[src/rtl/gups_pkg.sv]
`default_nettype none
// ============================================================================
//  Module      : gups_pkg
//  Description : Shared types and constants for the GUPS update engine.
//  Revision    : 1.0 - initial release
// ============================================================================
package gups_pkg;

    localparam int LFSR_W = 64;

    // Galois right-shift toggle mask for x^64 + x^63 + x^61 + x^60 + 1.
    localparam logic [LFSR_W-1:0] LFSR_TAPS = 64'hD800_0000_0000_0000;

    localparam logic [2:0] ST_INIT   = 3'd0;
    localparam logic [2:0] ST_RD     = 3'd1;
    localparam logic [2:0] ST_RD_GAP = 3'd2;
    localparam logic [2:0] ST_WR     = 3'd3;
    localparam logic [2:0] ST_WR_GAP = 3'd4;

    typedef enum logic [2:0] {
        S_INIT   = ST_INIT,
        S_RD     = ST_RD,
        S_RD_GAP = ST_RD_GAP,
        S_WR     = ST_WR,
        S_WR_GAP = ST_WR_GAP
    } gups_state_e;

    function automatic logic [LFSR_W-1:0] gups_seed_fix(input logic [LFSR_W-1:0] seed);
        return (seed == '0) ? {{(LFSR_W-1){1'b0}}, 1'b1} : seed;
    endfunction

endpackage
`default_nettype wire

[src/rtl/gups_lfsr.sv]
`default_nettype none
// ============================================================================
//  Module      : gups_lfsr
//  Description : 64-bit Galois LFSR with synchronous load and single-step advance.
//  Revision    : 1.0 - initial release
// ============================================================================
module gups_lfsr
    import gups_pkg::*;
(
    input  logic              clk,
    input  logic              rst,
    input  logic              load_i,
    input  logic              step_i,
    input  logic [LFSR_W-1:0] seed_i,
    output logic [LFSR_W-1:0] value_o
);

    logic [LFSR_W-1:0] lfsr_q;
    logic [LFSR_W-1:0] lfsr_d;

    always_comb begin
        lfsr_d = lfsr_q;
        if (load_i) begin
            lfsr_d = seed_i;
        end else if (step_i) begin
            lfsr_d = {1'b0, lfsr_q[LFSR_W-1:1]} ^ (lfsr_q[0] ? LFSR_TAPS : '0);
        end
    end

    always_ff @(posedge clk or posedge rst) begin
        if (rst) begin
            lfsr_q <= '0;
        end else begin
            lfsr_q <= lfsr_d;
        end
    end

    assign value_o = lfsr_q;

endmodule
`default_nettype wire

[src/rtl/gups_top.sv]
`default_nettype none
// ============================================================================
//  Module      : gups_top
//  Description : Random read-modify-write (GUPS) engine: read word, write +1.
//                Optional completed-update counter enabled by GUPS_UPDATE_CNT_EN.
//  Revision    : 1.0 - initial release
// ============================================================================
module gups_top
    import gups_pkg::*;
(
    input  logic        clk,
    input  logic        rst,
    output logic [63:0] addr,
    input  logic [63:0] din,
    output logic [63:0] dout,
    output logic        req,
    output logic        wr,
    input  logic        rdy,
    input  logic [15:0] seed0,
    input  logic [15:0] seed1,
    input  logic [15:0] seed2,
    input  logic [15:0] seed3,
    input  logic [63:0] range
`ifdef GUPS_UPDATE_CNT_EN
    ,
    output logic [63:0] updates
`endif
);

    gups_state_e       state_q;
    gups_state_e       state_d;
    logic [63:0]       addr_q;
    logic [63:0]       addr_d;
    logic [63:0]       dout_q;
    logic [63:0]       dout_d;
    logic              lfsr_load;
    logic              lfsr_step;
    logic [LFSR_W-1:0] lfsr_val;
    logic [LFSR_W-1:0] seed_fix;

    assign seed_fix = gups_seed_fix({seed3, seed2, seed1, seed0});

    gups_lfsr u_lfsr (
        .clk     (clk),
        .rst     (rst),
        .load_i  (lfsr_load),
        .step_i  (lfsr_step),
        .seed_i  (seed_fix),
        .value_o (lfsr_val)
    );

    // The address is latched on RD entry only, so range/seed changes mid-update are invisible.
    always_comb begin
        state_d   = state_q;
        addr_d    = addr_q;
        dout_d    = dout_q;
        lfsr_load = 1'b0;
        lfsr_step = 1'b0;
        case (state_q)
            S_INIT: begin
                lfsr_load = 1'b1;
                addr_d    = seed_fix & range;
                state_d   = S_RD;
            end
            S_RD: begin
                if (rdy) begin
                    dout_d  = din + 64'd1;
                    state_d = S_RD_GAP;
                end
            end
            S_RD_GAP: begin
                state_d = S_WR;
            end
            S_WR: begin
                if (rdy) begin
                    lfsr_step = 1'b1;
                    state_d   = S_WR_GAP;
                end
            end
            S_WR_GAP: begin
                addr_d  = lfsr_val & range;
                state_d = S_RD;
            end
            default: begin
                state_d = S_INIT;
            end
        endcase
    end

    always_ff @(posedge clk or posedge rst) begin
        if (rst) begin
            state_q <= S_INIT;
            addr_q  <= '0;
            dout_q  <= '0;
        end else begin
            state_q <= state_d;
            addr_q  <= addr_d;
            dout_q  <= dout_d;
        end
    end

    assign req  = (state_q == S_RD) || (state_q == S_WR);
    assign wr   = (state_q == S_WR);
    assign addr = addr_q;
    assign dout = dout_q;

`ifdef GUPS_UPDATE_CNT_EN
    logic [63:0] updates_q;
    logic [63:0] updates_d;

    always_comb begin
        updates_d = updates_q;
        if ((state_q == S_WR) && rdy) begin
            updates_d = updates_q + 64'd1;
        end
    end

    always_ff @(posedge clk or posedge rst) begin
        if (rst) begin
            updates_q <= '0;
        end else begin
            updates_q <= updates_d;
        end
    end

    assign updates = updates_q;
`endif

endmodule
`default_nettype wire

[config.mk]
export PLATFORM = sky130hd
export DESIGN_NAME = gups_top
export DESIGN_NICKNAME = d
export VERILOG_FILES = /design/src/rtl/gups_pkg.sv /design/src/rtl/gups_lfsr.sv /design/src/rtl/gups_top.sv
export SDC_FILE = /design/constraint.sdc
export NUM_CORES = 1
export LEC_CHECK = 0
export CORE_UTILIZATION = 35
export DETAILED_ROUTE_END_ITERATION = 6
export GPL_ROUTABILITY_DRIVEN = 0
export PLACE_DENSITY = 0.65
export SYNTH_ARGS = -nofsm -noshare
export SYNTH_HDL_FRONTEND = slang
export SYNTH_SLANG_ARGS = --single-unit
[constraint.sdc]
create_clock -name clk -period 7.3 [get_ports clk]
set_input_delay 1.095 -clock clk [delete_from_list [all_inputs] [get_ports clk]]
set_output_delay 1.095 -clock clk [all_outputs]
set_load 0.02 [all_outputs]
# Word level (Yosys, flattened, before mapping)
# Index checks and enable logic that the tools add are counted.
# Widths: inputs -> output; s select.
totals:
  output_inout_bits: 130
  word_cells: 33
  regBits: 195
classes:
  reduce_logical: 8
  addsub: 1
  n_eq_ne: 6
  mux: 11
  bitwise_logic: 3
op_table:
  columns: ["cell", "count"]
  rows:
  - ["$mux 64", 4]
  - ["$and 64x64->64", 2]
  - ["$pmux 64 s2", 1]
  - ["$add 64x1->64 const B", 1]
  - ["$logic_not 64->1", 1]
  - ["$xor 63x64->64", 1]
  - ["$pmux 3 s4", 1]
  - ["$eq 3x2->1 const B", 2]
  - ["$mux 3", 2]
  - ["$reduce_and 2->1", 2]
  - ["$reduce_bool 2->1", 2]
  - ["$eq 3x1->1 const B", 1]
  - ["$eq 3x3->1 const B", 1]
  - ["$logic_not 3->1", 1]
  - ["$mux 1", 3]
  - ["$ne 2x1->1 const B", 1]
  - ["$ne 2x2->1 const B", 1]
  - ["$reduce_or 2->1", 1]
  - ["$logic_or 1x1->1", 1]

# Logic depth before layout (Yosys ltp)
depth:
  depth_word: 4
  mapped_depth: 8

# By module
# A second synthesis with hierarchy kept.
unflattened:
  hier_cells: 1140
  area_unflattened_um2: 10316.1
by_module_without_submodules:
  columns: ["module", "n_inst", "cells_per_inst", "area_each_um2"]
  rows:
  - ["gups_top", 1, 857, 7285.7]
  - ["gups_lfsr", 1, 283, 3030.4]

# Worst setup path before layout
# OpenSTA, ideal clock, no wires.
synth_timing:
  kind: "input to register"
  start: "input din[0]"
  end: "register dout_q[60] (netlist: dout[60])"
  path_stages: 8
  setup_slack_ps: 4428
  t_required_ps: 7163
  setup_time_ps: 137
  t_arrival_ps: 2735
  cell_sequence: "ha_1 nand2_1 or4_4 buf_6 nand4bb_4 nor4_4 xnor2_1 a21oi_1"
synth_between:
  elab_chain_cells: 1
synth_rtl:
  columns: ["element", "line", "text"]
  rows:
  - ["start, declared", "gups_top.sv:14", "input logic [63:0] din,"]
  - ["$add 64x1->64", "gups_top.sv:67", "dout_d = din + 64'd1;"]
  - ["end signal, assigned", "gups_top.sv:98", "dout_q <= dout_d;"]
  - ["end, declared", "gups_top.sv:34", "logic [63:0] dout_q;"]
# No other way between the ends.
# A chain may end at the register's enable or synchronous reset.

# Worst setup path in the final report
layout_timing:
  start: "input din[0]"
  end: "register dout_q[62] (netlist: dout[62])"
# Same word-level chain as after synthesis.

==> impl_metrics.toml <==
[critical_path]
cp_data_required_time_ns = 7.60
critPathMaxFanout = 10
crit_chain = "clkdlybuf4s50_1 -> ha_1 -> nand2_1 -> nor4_2 -> nand4_1 -> nor4_1 -> xnor2_1 -> a21oi_1"
cp-end-kind = "register"
critPathMaxStageDelay_ns = 0.57
start_kind = "input port"
crit_slowest_cell = "clkdlybuf4s50_1"
cp.arrival_ns = 3.74
crit_type = "input port to register"

[finish]
drive_gt1_share_pct = 4.17
finalNetCount = 1621
mostFrequentLayoutCells = "clkdlybuf4s50_1, nand2_1, dfrtp_1"
n_fill_cell = 2689
area_growth_pct = 42.3
postLayoutCellArea_um2 = 14000
layout_commonest_cell = "clkdlybuf4s50_1"
fin_cells = 1818

[clocking]
clock-sinks = 195
cts_tree = "done"
cts-hold-fix-buffers = 0
cts_resized = 0
post_cts_buffers = 0
h-tree-depth = 4
path_clk_slew_ns = 0.08
clockBufferDepth = 2
ctsRootBufferMaster = "clkbuf_16"
insertion_delay_ns = 0.44
cts_inserted_buffers = 17

[synthesis]
synthCells = 1141
ys_warn_count = 0
synth_edf_count = 0
syn_nets = 1337
synth_fa_ha_area_share_pct = 0.127
syn_area_um2 = 9860
postSynthAreaPerCell_um2 = 8.64
synth_top_family_by_area = "simple AND/OR/NAND/NOR gates"
async_flop_share_pct = 100
ys_seq_area_share_pct = 49.5
synthSimpleGateAreaFrac_pct = 24.3
synth_xor_area_share_pct = 5.77
synth_cell_type_count = 39
ys.flop_type = "dfrtp_1"
synth-compound-area-share_pct = 10.9
synth-seq-cells = 195
synthMuxAreaShare_pct = 6.51

[global_routing]
grt_max_degree = 125
grt_pass1_wl_um = 48600
grtUsageMet3_pct = 4.00
grt_usage_pct = 21.5
overflow = 0
use_met2_pct = 33.2
grt_antenna_before_repair = 1
grt-busiest-layer = "met2"
grt_pass1_vias = 8941
use_met1_pct = 29.6

[timing]
setup_tns_ns = 0
maxSlewHeadroom_pct = 27.5
rsz0062_at_grt = "false"
drv_slew = 0
fmax_ghz = 0.290
finalCritPeriodShare_pct = 47.2
skew_ns = 0.0147
hold_ws_ns = 0.481
worstMarginPinSlew_ns = 1.09
hold_violations = 0
fin_ws_ns = 3.85
finalSetupViolCount = 0
finalCriticalPeriod_ns = 3.45

[floorplanning]
rows = 61
die_area_um2 = 28900
start_util_pct = 35.5
die_h_um = 170
core_um2 = 27800
die_x_um = 170
io_pins = 325

[hold_path]
hold_class = "register to register"

[place]
dp_slack_ns = 3.43
dpl.hpwl_um = 21800
dp.cells = 1784
io_buffers = 324
placed_cell_area_um2 = 13400

[job]
cap_violations = 0

[drt]
viasPerCell = 5.04
antenna_left = 0
drtIter0Drc = 533
finalWirelength_um = 30600
vias = 9164
firstDrtPassIters = 5
routedWlPerCell_um = 16.8
drcViolationCount = 0

[run_status]
run_status = "complete, no violations"

[power_and_ir_drop]
p_per_area_nw_per_um2 = 373
ir_drop_uv = 175
p_leak_nw = 5.46
[stage by stage]
step / utilization [%] / power, mW
floorplan: - / 3.20
global placement: 48.3 / 4.23
detailed placement: 48.3 / 4.26
CTS: 50.5 / 5.28
global route: 50.5 / 5.60
finish: 50.5 / 5.23
[synthesized netlist by cell type, drive strengths merged, types with 3 or more instances]
cell type	count	share of area (%)
nand2	280	11
dfrtp	195	49
nor2	153	5.8
o21ai	67	3.4
a21oi	65	3.3
mux2i	63	6.4
a31oi	62	3.9
clkbuf	60	2.3
xnor2	42	3.7
nor4	36	2.7
nand4	24	1.9
xor2	23	2.0
nand3	22	1.2
nor3	10	0.56
inv	8	0.30
buf	7	0.36
and3	6	0.38
and2	3	0.19
[path summary, 6_finish.rpt]
kind,from,end,slack (ns),cells after the start
min,addr[28],addr[28],0.48,2
max reg2reg,state_q[0],u_lfsr.value_o[16],4.72,7
min in group asynchronous,rst,addr[55],1.16,2
max in group asynchronous,rst,dout[20],4.54,3
min reg2reg,addr[28],addr[28],0.48,2
max,din[0],dout[62],3.85,8
[per-layer routing]
| layer | routed length (um) | vias to the layer above | share of wire [%] |
|---|---|---|---|
| met5 | 0 | - | 0 |
| met4 | 817 | 0 | 2.7 |
| met3 | 1870 | 41 | 6.1 |
| met2 | 14100 | 314 | 46 |
| met1 | 13800 | 4335 | 45 |
| li1 | - | 4474 | - |
[state kept, by name, indices dropped and copies added, names as in the netlist]
| register | count |
|---|---|
| state_q | 3 |
| addr | 64 |
| dout | 64 |
| u_lfsr.value_o | 64 |
[power by group]
part | switching [mW] | total, mW | internal [mW]
clock | 0.472 | 0.997 | 0.525
sequential | 0.330 | 1.91 | 1.58
combinational | 1.29 | 2.33 | 1.03
total | 2.09 | 5.23 | 3.14
[critical path, delay by kind of cell]
family	cells	cell delay, ns
buf+inv	1	0.57
xor+xnor	1	0.16
simple gates	4	1.57
fa+ha+maj	1	0.24
compound gates	1	0.09
[logic make-up after synthesis]
logic type	count (synthesis)
muxes	64
xor gates and xnor gates	65
AOI/OAI and AO/OA	197
and+or+nand+nor	544
buffers and inverters	75
DFF	195
adders and majority gates	1
[area by class of cell]
cell class                      count  area (um^2)  area share (%)
Sequential cell                   195         4880            34.8
Multi-Input combinational cell    871         4710            33.6
Timing Repair Buffer              332         3300            23.5
Tap cell                          378          473            3.37
Clock buffer                       18          429            3.06
Clock inverter                     14          188            1.34
Inverter                            8         37.5           0.267
Antenna cell                        2         5.00          0.0357
(Power assumes the default switching activity.)
